<file path="config.mk">
export PLATFORM = sky130hd
export DESIGN_NAME = panel_status_ctrl
export DESIGN_NICKNAME = d
export VERILOG_FILES = /design/src/rtl/panel_pkg.sv /design/src/rtl/sw_debounce.sv /design/src/rtl/panel_status_ctrl.sv
export SDC_FILE = /design/constraint.sdc
export NUM_CORES = 1
export LEC_CHECK = 0
export CAP_MARGIN = 25
export CORE_ASPECT_RATIO = 0.8
export CORE_UTILIZATION = 27
export CTS_CLUSTER_DIAMETER = 30
export CTS_CLUSTER_SIZE = 8
export DETAILED_ROUTE_END_ITERATION = 10
export GPL_TIMING_DRIVEN = 0
export PLACE_DENSITY = 0.42
export SYNTH_ARGS = -nofsm -noshare
export SYNTH_HDL_FRONTEND = slang
export SYNTH_SLANG_ARGS = --single-unit
</file>
<file path="constraint.sdc">
create_clock -name clk_5m -period 4.1 [get_ports clk_5m]
set_input_delay 0.82 -clock clk_5m [delete_from_list [all_inputs] [get_ports clk_5m]]
set_output_delay 0.82 -clock clk_5m [all_outputs]
set_load 0.01 [all_outputs]
</file>
<file path="src/rtl/panel_pkg.sv">
// Shared constants and the per-LED mode decode for the front-panel / status controller.
package panel_pkg;

    localparam logic [1:0] LED_OFF    = 2'b00;
    localparam logic [1:0] LED_ON     = 2'b01;
    localparam logic [1:0] LED_BLINK  = 2'b10;
    localparam logic [1:0] LED_FOLLOW = 2'b11;

    localparam int unsigned CLK_HZ             = 5_000_000;
    localparam logic [7:0]  PATTERN_ON_DEFAULT = 8'hB6;

    // Next LED level for one channel given its mode, the blink phase and its follow switch
    function automatic logic led_drive(input logic [1:0] mode,
                                       input logic       phase,
                                       input logic       follow);
        logic lvl;
        lvl = 1'b0;
        case (mode)
            LED_OFF:    lvl = 1'b0;
            LED_ON:     lvl = 1'b1;
            LED_BLINK:  lvl = phase;
            LED_FOLLOW: lvl = follow;
            default:    lvl = 1'b0;
        endcase
        return lvl;
    endfunction

endpackage

</file>
<file path="src/rtl/sw_debounce.sv">
// One switch channel: 2-FF synchroniser, restart-on-bounce debounce counter, change pulse.
module sw_debounce #(
    parameter int unsigned DEB_CYCLES = 50000
) (
    input  logic clk_5m,
    input  logic reset,
    input  logic sw_raw,
    output logic sw_db,
    output logic sw_change
);

    localparam int unsigned     CNT_W    = $clog2(DEB_CYCLES + 1);
    localparam logic [CNT_W-1:0] CNT_LAST = CNT_W'(DEB_CYCLES - 1);

    logic [1:0]       sync_q;
    logic             sync;
    logic [CNT_W-1:0] cnt_q;
    logic [CNT_W-1:0] cnt_d;
    logic             db_d;
    logic             change_d;

    assign sync = sync_q[1];

    // Any agreeing cycle clears the count, so a bounce restarts the whole window
    always_comb begin
        cnt_d    = '0;
        db_d     = sw_db;
        change_d = 1'b0;
        if (sync != sw_db) begin
            if (cnt_q == CNT_LAST) begin
                db_d     = sync;
                change_d = 1'b1;
            end else begin
                cnt_d = cnt_q + CNT_W'(1);
            end
        end
    end

    always_ff @(posedge clk_5m or posedge reset) begin
        if (reset) begin
            sync_q    <= '0;
            cnt_q     <= '0;
            sw_db     <= 1'b0;
            sw_change <= 1'b0;
        end else begin
            sync_q    <= {sync_q[0], sw_raw};
            cnt_q     <= cnt_d;
            sw_db     <= db_d;
            sw_change <= change_d;
        end
    end

endmodule

</file>
<file path="src/rtl/panel_status_ctrl.sv">
// Front-panel switch debounce, per-channel LED modes (off/on/blink/follow) and the
// EIM status word, all in the 5 MHz housekeeping domain.
module panel_status_ctrl
    import panel_pkg::*;
#(
    parameter int unsigned         NUM_SW      = 4,
    parameter int unsigned         NUM_LED     = 4,
    parameter int unsigned         DEB_CYCLES  = 50000,
    parameter int unsigned         TICK_DIV    = 500000,
    parameter int unsigned         BLINK_TICKS = 5,
    parameter int unsigned         STATUS_W    = 8,
    parameter logic [STATUS_W-1:0] PATTERN_ON  = STATUS_W'(PATTERN_ON_DEFAULT)
) (
    input  logic                  clk_5m,
    input  logic                  reset,
    input  logic [NUM_SW-1:0]     sw_raw,
    input  logic [2*NUM_LED-1:0]  led_mode,
    output logic [NUM_LED-1:0]    led,
    output logic [NUM_SW-1:0]     sw_db,
    output logic [NUM_SW-1:0]     sw_change,
    output logic                  sw_any,
    output logic                  tick,
    output logic [STATUS_W-1:0]   status_word
);

    localparam int unsigned      PRE_W    = $clog2(TICK_DIV);
    localparam logic [PRE_W-1:0] PRE_LAST = PRE_W'(TICK_DIV - 1);
    localparam logic [PRE_W-1:0] PRE_NEAR = PRE_W'(TICK_DIV - 2);
    localparam int unsigned      BLK_W    = $clog2(BLINK_TICKS + 1);
    localparam logic [BLK_W-1:0] BLK_LAST = BLK_W'(BLINK_TICKS - 1);

    logic [PRE_W-1:0]   pre_cnt;
    logic [BLK_W-1:0]   blink_cnt;
    logic               blink_phase;
    logic [NUM_LED-1:0] led_d;

    for (genvar s = 0; s < NUM_SW; s++) begin : g_sw
        sw_debounce #(
            .DEB_CYCLES (DEB_CYCLES)
        ) u_deb (
            .clk_5m    (clk_5m),
            .reset     (reset),
            .sw_raw    (sw_raw[s]),
            .sw_db     (sw_db[s]),
            .sw_change (sw_change[s])
        );
    end

    assign sw_any = |sw_db;

    // tick is decoded one count early so the registered pulse lines up with the wrap cycle
    always_ff @(posedge clk_5m or posedge reset) begin
        if (reset) begin
            pre_cnt <= '0;
            tick    <= 1'b0;
        end else begin
            pre_cnt <= (pre_cnt == PRE_LAST) ? '0 : pre_cnt + PRE_W'(1);
            tick    <= (pre_cnt == PRE_NEAR);
        end
    end

    always_ff @(posedge clk_5m or posedge reset) begin
        if (reset) begin
            blink_cnt   <= '0;
            blink_phase <= 1'b0;
        end else if (tick) begin
            if (blink_cnt == BLK_LAST) begin
                blink_cnt   <= '0;
                blink_phase <= ~blink_phase;
            end else begin
                blink_cnt <= blink_cnt + BLK_W'(1);
            end
        end
    end

    // LEDs beyond the switch count wrap around onto the available switches
    for (genvar i = 0; i < NUM_LED; i++) begin : g_led
        localparam int unsigned SW_IDX = i % NUM_SW;
        assign led_d[i] = led_drive(led_mode[2*i +: 2], blink_phase, sw_db[SW_IDX]);
    end

    always_ff @(posedge clk_5m or posedge reset) begin
        if (reset) begin
            led         <= '0;
            status_word <= '0;
        end else begin
            led         <= led_d;
            status_word <= sw_any ? PATTERN_ON : '0;
        end
    end

endmodule

</file>
# [Yosys cells after proc, flatten, opt, wreduce, memory -nomap -nowiden]
# Cells that the tools add are included.
[op_classes] eq_ne=23 n_reduce_logical=10 n_addsub=6 mux=23 bitwise=1
[op_table] operator="two-way mux 16 bit" n=8
[op_table] operator="adder 16 x 1 -> 16 bit (second input constant)" n=4
[op_table] operator="== test 16 bit (second input constant)" n=4
[op_table] operator="== test 19 bit (second input constant)" n=2
[op_table] operator="adder 19 x 1 -> 19 bit (second input constant)" n=1
[op_table] operator="two-way mux 19 bit" n=1
[op_table] operator="== test 2 bit (second input constant)" n=8
[op_table] operator="one-hot mux 1 bit (4 select lines)" n=4
[op_table] operator="AND reduction 2 bit" n=5
[op_table] operator="== test 2 x 1 -> 1 bit (second input constant)" n=4
[op_table] operator="logical NOT 2 bit" n=4
[op_table] operator="two-way mux 1 bit" n=8
[op_table] operator="two-way mux 8 bit" n=1
[op_table] operator="!= test 1 bit" n=4
[op_table] operator="OR reduction 4 bit" n=1
[op_table] operator="adder 3 x 1 -> 3 bit (second input constant)" n=1
[op_table] operator="== test 3 bit (second input constant)" n=1
[op_table] operator="two-way mux 3 bit" n=1
[op_table] operator="inverter 1 bit" n=1
[totals] reg_bits=116

# [Depth between registers and ports, before layout]
[logic_depth] ltp_word=3 mapped_depth=6 mapped_depth_nobuf=5

# [By module]
# Synthesis repeated with hierarchy kept, for this count alone.
[hier_totals] hier_cells=508 area_unflattened_um2=5530.3
[by_module_without_submodules] module="sw_debounce" n_inst=4 cells_each=92 area_each_um2=1034.7
[by_module_without_submodules] module="panel_status_ctrl" n_inst=1 cells_each=140 area_each_um2=1391.3

# [Least setup slack after synthesis]
# OpenSTA, ideal clock, no wires.
[synth_timing] path_kind="register -> register" from="reg g_sw[0].u_deb.cnt_q[11]" to="reg g_sw[0].u_deb.sw_db" slack_ns=2.302 synth_period_minus_slack_ns=1.798 path_stages_with_launch=4 t_required_ns=3.975 arrival_ns=1.673 cell_sequence="dfrtp_1 > or3_1 > or4_4 > mux2_4"
[synth_between] elab_chain_len=2
[synth_lines] item="start: declaration" line_no="sw_debounce.sv:17" source="logic [CNT_W-1:0] cnt_q;"
[synth_lines] item="start signal: assignment" line_no="sw_debounce.sv:47" source="cnt_q <= cnt_d;"
[synth_lines] item="== test 16 bit" line_no="sw_debounce.sv:30" source="if (cnt_q == CNT_LAST) begin"
[synth_lines] item="AND reduction 2 bit (no line)"
[synth_lines] item="end signal: assignment" line_no="sw_debounce.sv:43" source="sw_db <= 1'b0;"
[synth_lines] item="end signal: assignment" line_no="sw_debounce.sv:48" source="sw_db <= db_d;"
[synth_lines] item="end: declaration" line_no="sw_debounce.sv:8" source="output logic sw_db,"
# Every way passes these cells.
# A chain may end at the register's enable or synchronous reset.

# [Worst setup path in the final report]
[layout_timing] from="reg g_sw[2].u_deb.sw_db" to="out sw_any"
[layout_between] elab_chain_len=1
[layout_lines] item="start: declaration" line_no="sw_debounce.sv:8"
[layout_lines] item="start signal: assignment" line_no="sw_debounce.sv:43"
[layout_lines] item="start signal: assignment" line_no="sw_debounce.sv:48"
[layout_lines] item="OR reduction 4 bit" line_no="panel_status_ctrl.sv:49" source="assign sw_any = |sw_db;"
[layout_lines] item="end: declaration" line_no="panel_status_ctrl.sv:21" source="output logic sw_any,"
# Every way passes these cells.

==> results.ini <==
[route]
antenna_left = 0
drc = 0
wl_um = 9980
drt_iter0_markers = 177
post_drt_wl_per_cell_um = 12.7
first_pass_iters = 4
avgViaCountPerCell = 4.48
vias = 3529

[clock_tree]
clk_path_buf_depth = 2
clock_sinks = 109
clk_pin_slew_ns = 0.07
cts-buffers-inserted = 9
cts.repair.resized = 0
holdBufCountCts = 0
clk_latency_ns = 0.36
cts_setup_buffers = 0
cts-root-buf = clkbuf_16
cts_tree = yes
h-tree-depth = 3

[global_route]
antenna_found_initial = 0
track_usage_pct = 11.1
grt_pass1_wl_um = 17100
grt_max_degree = 68
overflow = 0
grt_pass1_vias = 3453

[pwr]
p_leak_nw = 2.44
swShare_pct = 23.3
pwr-share-comb_pct = 4.0
p_int_mw = 1.54
power_density_nw_per_um2 = 332
switching_power_mw = 0.466
p_seq_share_pct = 55.0
clkPwrFrac_pct = 40.9
vdd_drop_max_mv = 0.189

[yosys]
yosys-top-cells-area = dfrtp_1 (54%), xnor2_1 (9.1%), nor2_1 (5.6%)
synth_seq_area_share_pct = 53.7
synth_top_flop_cell = dfrtp_1
synth_edf_count = 0
yosysTopAreaCellShare_pct = 53.7
synthTopCellsByCount = dfrtp_1 (109), nor2_1 (76), xnor2_1 (53)
ys_types = 40
syn-cell-area_um2 = 5080
synth-seq-cells = 109
yosys.area.top_type = dfrtp_1
post_synth.cell_area_avg_um2 = 10.5
async_flop_share_pct = 100
yosysWarnings = 0
synthMostInstantiatedCell = dfrtp_1
netlist_instances = 484

[sta]
skew_ns = 0.00866
min_period_ns = 2.48
drv_slew = 0
period_share_pct = 60.6
hold_viol_final = 0
fin_tns_setup_ns = 0
fmax_mhz = 402
hold-worst-slack_ns = 0.349
max_slew_margin_pct = 57.2
rsz0062_at_grt = no
finalSetupViolCount = 0
worstMarginPinSlew_ns = 0.639

[floorplanning]
row_count = 44
io_pins = 36
die_w_um = 155
initial_core_util_pct = 27.8
fp.dieH_um = 125
core_um2 = 18300
dieArea_um2 = 19400

[place]
place_congestion = 0.738
portBuffers = 32
dp_hpwl_um = 6900

[final_layout]
fin_util_pct = 33.0
n_antenna_cell = 0
filler_cell_count = 1884
multiInputGateArea_um2 = 2150
drive_gt1_share_pct = 8.79
synthToLayoutAreaGrowth_pct = 18.7
nNetsFinal = 552
area.sequential_um2 = 2730

[worst_setup_path]
startpoint = g_sw[2].u_deb.sw_db
worstSetupStartpointType = register
crit_path_end_kind = primary output
r2r_start = g_sw[1].u_deb.cnt_q[0]
crit_path_max_fanout = 4
required_ns = 3.28
rrSetupSlack_ns = 1.95
regToRegEndpoint = g_sw[1].u_deb.cnt_q[12]
cp.arrival_ns = 1.66
timing_worst_setup_path_type = reg -> out
reg2reg_depth = 6

[outcome]
outcome = complete, no violations

[min_path]
worst_hold_path.endpoint = g_sw[3].u_deb.sync_q[1]
min_from = g_sw[3].u_deb.sync_q[0]
min_delay_path_depth = 0
hp-class = reg -> reg

[flow_run]
maxCapViolations = 0

## per-stage QoR
stage	cell area [µm²]	setup slack (ns)	std cells	total power, mW
3_5_place_dp	5760	1.87	772	1.21
6_report	6030	1.62	788	2.00
2_1_floorplan	5090	0.406	486	1.17
4_1_cts	6030	1.54	788	2.05
3_3_place_gp	5720	-1.48	771	1.20
5_1_grt	6030	1.53	788	2.10
## area by class of cell
class | count | share of cell area (%)
tap | 253 | 5.25
inverter | 20 | 1.33
buffer | 19 | 2.14
timing repair buffer | 33 | 5.77
clock buffer | 9 | 3.73
multi-input combinational | 338 | 35.7
sequential | 109 | 45.2
clock inverter | 7 | 0.830
## power by group through the flow
| stage | sequential (mW) | combinational (mW) | clock, mW |
|---|---|---|---|
| after detailed placement | 1.12 | 0.0843 | 0 |
| after CTS | 1.10 | 0.0849 | 0.866 |
| after floorplan | 1.12 | 0.0448 | 0 |
| final | 1.10 | 0.0811 | 0.821 |
| after global routing | 1.10 | 0.0932 | 0.903 |
| after global placement | 1.12 | 0.0791 | 0 |
## how the worst max path moves through the flow
stage | endpoint
after floorplan | blink_cnt[0]
after global placement | g_sw[0].u_deb.cnt_q[2]
after detailed placement | g_sw[1].u_deb.cnt_q[8]
after CTS | sw_any
after global routing | sw_any
final | sw_any
## critical path, cell delays in order, from the launching register on
cell             delay, ns
dfrtp_1               0.42
inv_1                 0.14
nand4_1               0.21
clkdlybuf4s50_1       0.54
## flip-flops by register name, summed over array words and instances (netlist names)
name / count
led: 4
g_sw.u_deb.sw_db: 4
tick: 1
g_sw.u_deb.sw_change: 4
status_word: 1
blink_phase: 1
blink_cnt: 3
pre_cnt: 19
g_sw.u_deb.sync_q: 8
g_sw.u_deb.cnt_q: 64
## layer usage
| metal | vias up | track usage [%] | wire length [µm] | part of all wire (%) |
|---|---|---|---|---|
| met5 | - | 0 | 0 | 0 |
| met4 | 0 | 2.83 | 96 | 0.96 |
| met3 | 9 | 3.79 | 390 | 3.9 |
| met2 | 49 | 16.0 | 4360 | 44 |
| met1 | 1721 | 15.9 | 5140 | 51 |
| li1 | 1750 | - | - | - |
## cells by family after synthesis
kind of cell | count (synthesis) | synth area share [%]
xor+xnor | 72 | 12.4
fa+ha+maj | 8 | 1.97
other cells | 1 | 0.0738
simple gates | 228 | 23.9
compound gates | 23 | 2.98
mux | 4 | 0.961
buf+inv | 39 | 4.02
flops | 109 | 53.7
## cells in the final DEF, fill, tap and decap left out, drive strengths merged, types with 9 or more instances in the layout
| cell type | synthesis | layout |
|---|---|---|
| buf | 16 | 17 |
| nand3 | 33 | 33 |
| nand4 | 24 | 24 |
| nor4 | 16 | 16 |
| a21oi | 9 | 9 |
| nor2 | 76 | 76 |
| and3 | 9 | 9 |
| nor3 | 17 | 17 |
| clkbuf | 3 | 12 |
| dfrtp | 109 | 109 |
| nand2 | 22 | 22 |
| clkdlybuf4s50 | 0 | 32 |
| xnor2 | 53 | 53 |
| xor2 | 19 | 19 |
| inv | 20 | 21 |
No activity file was read; power rests on OpenSTA's default activity.
==> patch 1, RTL diff (config.mk and constraints unchanged) <==
`DEB_CYCLES` is set to 50000 in 2 places; all go to 25000.
--- a/src/rtl/sw_debounce.sv
+++ b/src/rtl/sw_debounce.sv
@@ -2,3 +2,3 @@
 module sw_debounce #(
-    parameter int unsigned DEB_CYCLES = 50000
+    parameter int unsigned DEB_CYCLES = 25000
 ) (
--- a/src/rtl/panel_status_ctrl.sv
+++ b/src/rtl/panel_status_ctrl.sv
@@ -7,3 +7,3 @@
     parameter int unsigned         NUM_LED     = 4,
-    parameter int unsigned         DEB_CYCLES  = 50000,
+    parameter int unsigned         DEB_CYCLES  = 25000,
     parameter int unsigned         TICK_DIV    = 500000,
Formal check against the unedited RTL: no difference found for any inputs over 10 cycles, from zero or initial values and one cycle with reset high; that may be too few to reach the edited logic, so the function may still have changed.
==> patch 1 against the unedited design <==
Non-clock buffer count is 3 higher. Sequential share of layout area is 0.25 points lower. Setup slack better by 0.081 ns. First-iteration DRC count is 21% higher. Largest cell class unchanged. Clock skew hardly changed. Synthesized area is 3.2% lower. Design area is 3.1% lower. Routed wire length is 1.6% lower. Total power is 0.44% lower. Largest power group unchanged. Hold slack worse by 0.0014 ns. Utilization is 0.21 points higher. Sequential cell count is 4 lower. Sequential power is 4% lower. Register-to-register slack better by 0.32 ns.
==> patch 1: results (changes against the unedited design) <==
----------------------------------------------------
[Outcome]
  Result of the run ... completed

[Logic synthesis]
  Most numerous cell types in the synthesized netlist ... dfrtp_1, nor2_1, xnor2_1, nand3_1, nand2_1
  Most area-consuming cells after synthesis ... dfrtp_1, xnor2_1, nor2_1
  Mean instance size in the synthesized netlist ... 10.3 sq um (-1.4%)

[Place]
  Post-DP Area ... 5560 sq um (-3.5%)
  Routability cong. ... 0.762 (+3.2%)

[Route]
  Drt first-iter violations ... 214 (+21%)
  Wire length per cell after detailed routing ... 13.1 microns (+3.3%)

[Final layout]
  Largest registers in the final layout ... g_sw.u_deb.cnt_q: 60 flops, pre_cnt: 19 flops, g_sw.u_deb.sync_q: 8 flops
  Fraction of layout cells with a size suffix above 1 ... 0.0933 (+0.00548)
  Storage cell area ... 2630 sq um (-3.7%)
  Final Net Count ... 543 (-1.6%)
  Non-Clock Buffer Area Fraction ... 0.0846 (+0.00555)
  Proportion of cell area occupied by multi-input gates ... 0.355 (-0.00215)
  Clock-cell share of area ... 0.0490 (+0.00340)

[Worst setup path]
  Start point of the critical path ... g_sw[1].u_deb.sw_db$_DFFE_PP0P_
  Worst r2r src ... pre_cnt[14]$_DFF_PP0_
  Worst endpoint data arrival time ... 1.58 ns (-0.08 ns)
  Slack of the worst reg-to-reg path ... 2.27 ns (+0.32 ns)

[GRT]
  Maximum number of pins on one net before global-route repair ... 70 (+2.9%)
  Met2 Resource Use GR ... 0.166 (+0.00612)
  GR Layer Usage met3 ... 0.0297 (-0.00827)
  Global-route wire length before repair ... 16.9 mm (-1.6%)
  Global router's overall resource usage ... 0.112 (+0.000882)

[Pwr]
  Net switching power figure ... 442 uW (-5.3%)
  Leak ... 0.00239 uW (-2.1%)

[Clock tree]
  Clock latency on the worst-skew pair ... 0.34 ns (-0.02 ns)

[STA]
  Worst slew margin ... 0.515 (-0.0575)
  Hold Worst Slack ... 0.348 ns (-0.00136 ns)

[Hold path]
  Destination of the worst hold path ... g_sw[2].u_deb.sync_q[1]$_DFF_PP0_

----------------------------------------------------
patch 1: cell count changes after synthesis, moves of 3 or more:
cell	unedited run	this run
xnor2_1	53	46
nor3b_1	0	3
and4_1	3	6
nor3_1	16	12
dfrtp_1	109	105
nand2_1	22	25
buf_2	1	5
nor4_1	16	9
patch 1: how the worst max path moves through the flow:
stage	endpoint	slack, ns	cells after the start
after floorplan	blink_cnt[0]$_DFFE_PP0P_	0.52	1
after global placement	g_sw[1].u_deb.cnt_q[11]$_DFF_PP0_	-1.26	2
after detailed placement	sw_any	2.04	3
after CTS	sw_any	1.65	3
after global routing	sw_any	1.62	3
final	sw_any	1.70	3
patch 1: power groups by stage:
stage	clock, uW	combinational [uW]	sequential (uW)
3_3_place_gp	0	78.1	1080
5_1_grt	930	92.8	1070
4_1_cts	891	83.7	1060
2_1_floorplan	0	44.2	1080
3_5_place_dp	0	83.4	1080
6_report	852	80.3	1060
patch 1: logic make-up after synthesis:
family,synth area share
AND/OR/NAND/NOR,0.239
XOR/XNOR,0.119
buffers and inverters,0.0450
AO/OA/AOI/OAI,0.0321
multiplexers,0.00916
adder cells (fa/ha/maj),0.0204
flip-flops,0.534
other,0.000763
patch 1: per-stage QoR:
stage / setup WS, ns / utilization / power [uW] / instances / setup TNS, ns
after detailed placement: 2.04 / 0.316 / 1170 / 735 / 0
after global placement: -1.26 / 0.314 / 1160 / 734 / -131.75
after CTS: 1.65 / 0.332 / 2040 / 750 / 0
after global routing: 1.62 / 0.332 / 2090 / 750 / 0
final: 1.70 / 0.332 / 2000 / 750 / 0
after floorplan: 0.519 / - / 1130 / 477 / 0
patch 1: per-layer routing:
metal / up-vias / share of wire
met5: - / 0
met4: 0 / 0.011
met3: 7 / 0.035
met2: 50 / 0.42
met1: 1654 / 0.54
li1: 1706 / -
==> patch 2, RTL diff (config.mk and constraints unchanged) <==
Made on the original files. Compare `pre_cnt` against `PRE_NEAR` with >= in place of ==.
--- a/src/rtl/panel_status_ctrl.sv
+++ b/src/rtl/panel_status_ctrl.sv
@@ -57,3 +57,3 @@
             pre_cnt <= (pre_cnt == PRE_LAST) ? '0 : pre_cnt + PRE_W'(1);
-            tick    <= (pre_cnt == PRE_NEAR);
+            tick    <= (pre_cnt >= PRE_NEAR);
         end
Check against the original RTL: no difference found for any inputs over 10 cycles, from zero or initial values and one cycle with reset high; that may be too few to reach the edited logic, so the function may still have changed.
==> patch 2 against the unedited design <==
Routed wire length decreased by 2.7%. Synthesized area about the same. Sequential cell count unchanged. Design area about the same. Sequential share of layout area about the same. Setup slack improved by 0.11 ns. Total power decreased by 0.91%. Critical path type unchanged. Largest power group unchanged.
==> patch 2: results (changes against the unedited design) <==
----------------------------------------------------
[Final layout]
  Count of inverters other than clock inverters in the layout ... 21 (+5.0%)
  Proportion of cell area occupied by multi-input gates ... 0.354 (-0.00354)
  Sequential share of cell area ... 0.452 (about the same)
  Final Net Count ... 566 (+2.5%)
  Fraction of layout cells with a size suffix above 1 ... 0.0876 (-0.000259)
  Fill cells ... 1902 (+0.96%)
  Count of buffers not belonging to the clock network in the layout ... 55 (+5.8%)
  Clock buffer count ... 11 (+2)

[Worst setup path]
  Worst endpoint data arrival time ... 1.56 ns (-0.10 ns)

[GRT]
  Maximum number of pins on one net before global-route repair ... 95 (+40%)
  Met2 Resource Use GR ... 0.171 (+0.0119)
  Global-route wire length before repair ... 16.9 mm (-1.2%)
  Global router's overall resource usage ... 0.109 (-0.00278)

[Route]
  Total wirelength of the detailed-routed design ... 9.72 mm (-2.7%)
  Drt first-iter violations ... 132 (-25%)

[Logic synthesis]
  Synth unique cells ... 41 (+2.5%)
  Most numerous cell types in the synthesized netlist ... dfrtp_1, nor2_1, xnor2_1, nand3_1, nand2_1
  Most area-consuming cells after synthesis ... dfrtp_1, xnor2_1, nor2_1
  Post-synthesis instance total ... 497 (+2.7%)

[Pwr]
  Maximum ir drop on the vdd rail ... 0.148 mV (-22%)
  Net switching power figure ... 437 uW (-6.3%)
  Design internal power ... 1550 uW (+0.73%)
  Clk power ... 799 uW (-2.7%)

[Outcome]
  Result of the run ... completed

[Place]
  Post-DP Area ... 5760 sq um (about the same)
  DPL Wire Length ... 6.79 mm (-1.6%)
  Post-Place Worst Slack ... 1.86 ns (-0.0132 ns)

[STA]
  Worst slew margin ... 0.591 (+0.0194)

----------------------------------------------------
[patch 2: changes by cell type in the layout (fill, tap and decap cells not counted), sizes merged, moves of 2 or more]
cell,delta
nor2,+14
nand2,+5
nor4bb,-5
and4,-4
buf,+4
nand4bb,+3
nor4,+3
nor4b,-3
xnor2,+3
and3,-2
clkinv,-2
nor2b,-2
o31ai,-2
[patch 2: cells by family after synthesis]
| kind of cell | synth area share |
|---|---|
| XOR/XNOR | 0.128 |
| buffers and inverters | 0.0448 |
| AND/OR/NAND/NOR | 0.234 |
| AO/OA/AOI/OAI | 0.0246 |
| other | 0.000738 |
| multiplexers | 0.0116 |
| flip-flops | 0.537 |
| adder cells (fa/ha/maj) | 0.0197 |
[patch 2: metal layers]
metal,vias up,wire (microns)
met4,0,62
met1,1661,5010
li1,1774,-
met3,5,203
met2,28,4440
met5,-,0
[patch 2: final timing paths]
kind / start / endpoint / slack, ns / cells after the start
worst min register to register: g_sw[1].u_deb.sync_q[0]$_DFF_PP0_ / g_sw[1].u_deb.sync_q[1]$_DFF_PP0_ / 0.35 / 0
worst max-delay path: g_sw[1].u_deb.sw_db$_DFFE_PP0P_ / sw_any / 1.72 / 3
max in group asynchronous: reset / g_sw[1].u_deb.sw_db$_DFFE_PP0P_ / 2.65 / 3
worst max register to register: g_sw[2].u_deb.cnt_q[12]$_DFF_PP0_ / g_sw[2].u_deb.cnt_q[11]$_DFF_PP0_ / 2.06 / 5
min in group asynchronous: reset / g_sw[3].u_deb.cnt_q[9]$_DFF_PP0_ / 0.77 / 2
worst min-delay path: g_sw[1].u_deb.sync_q[0]$_DFF_PP0_ / g_sw[1].u_deb.sync_q[1]$_DFF_PP0_ / 0.35 / 0
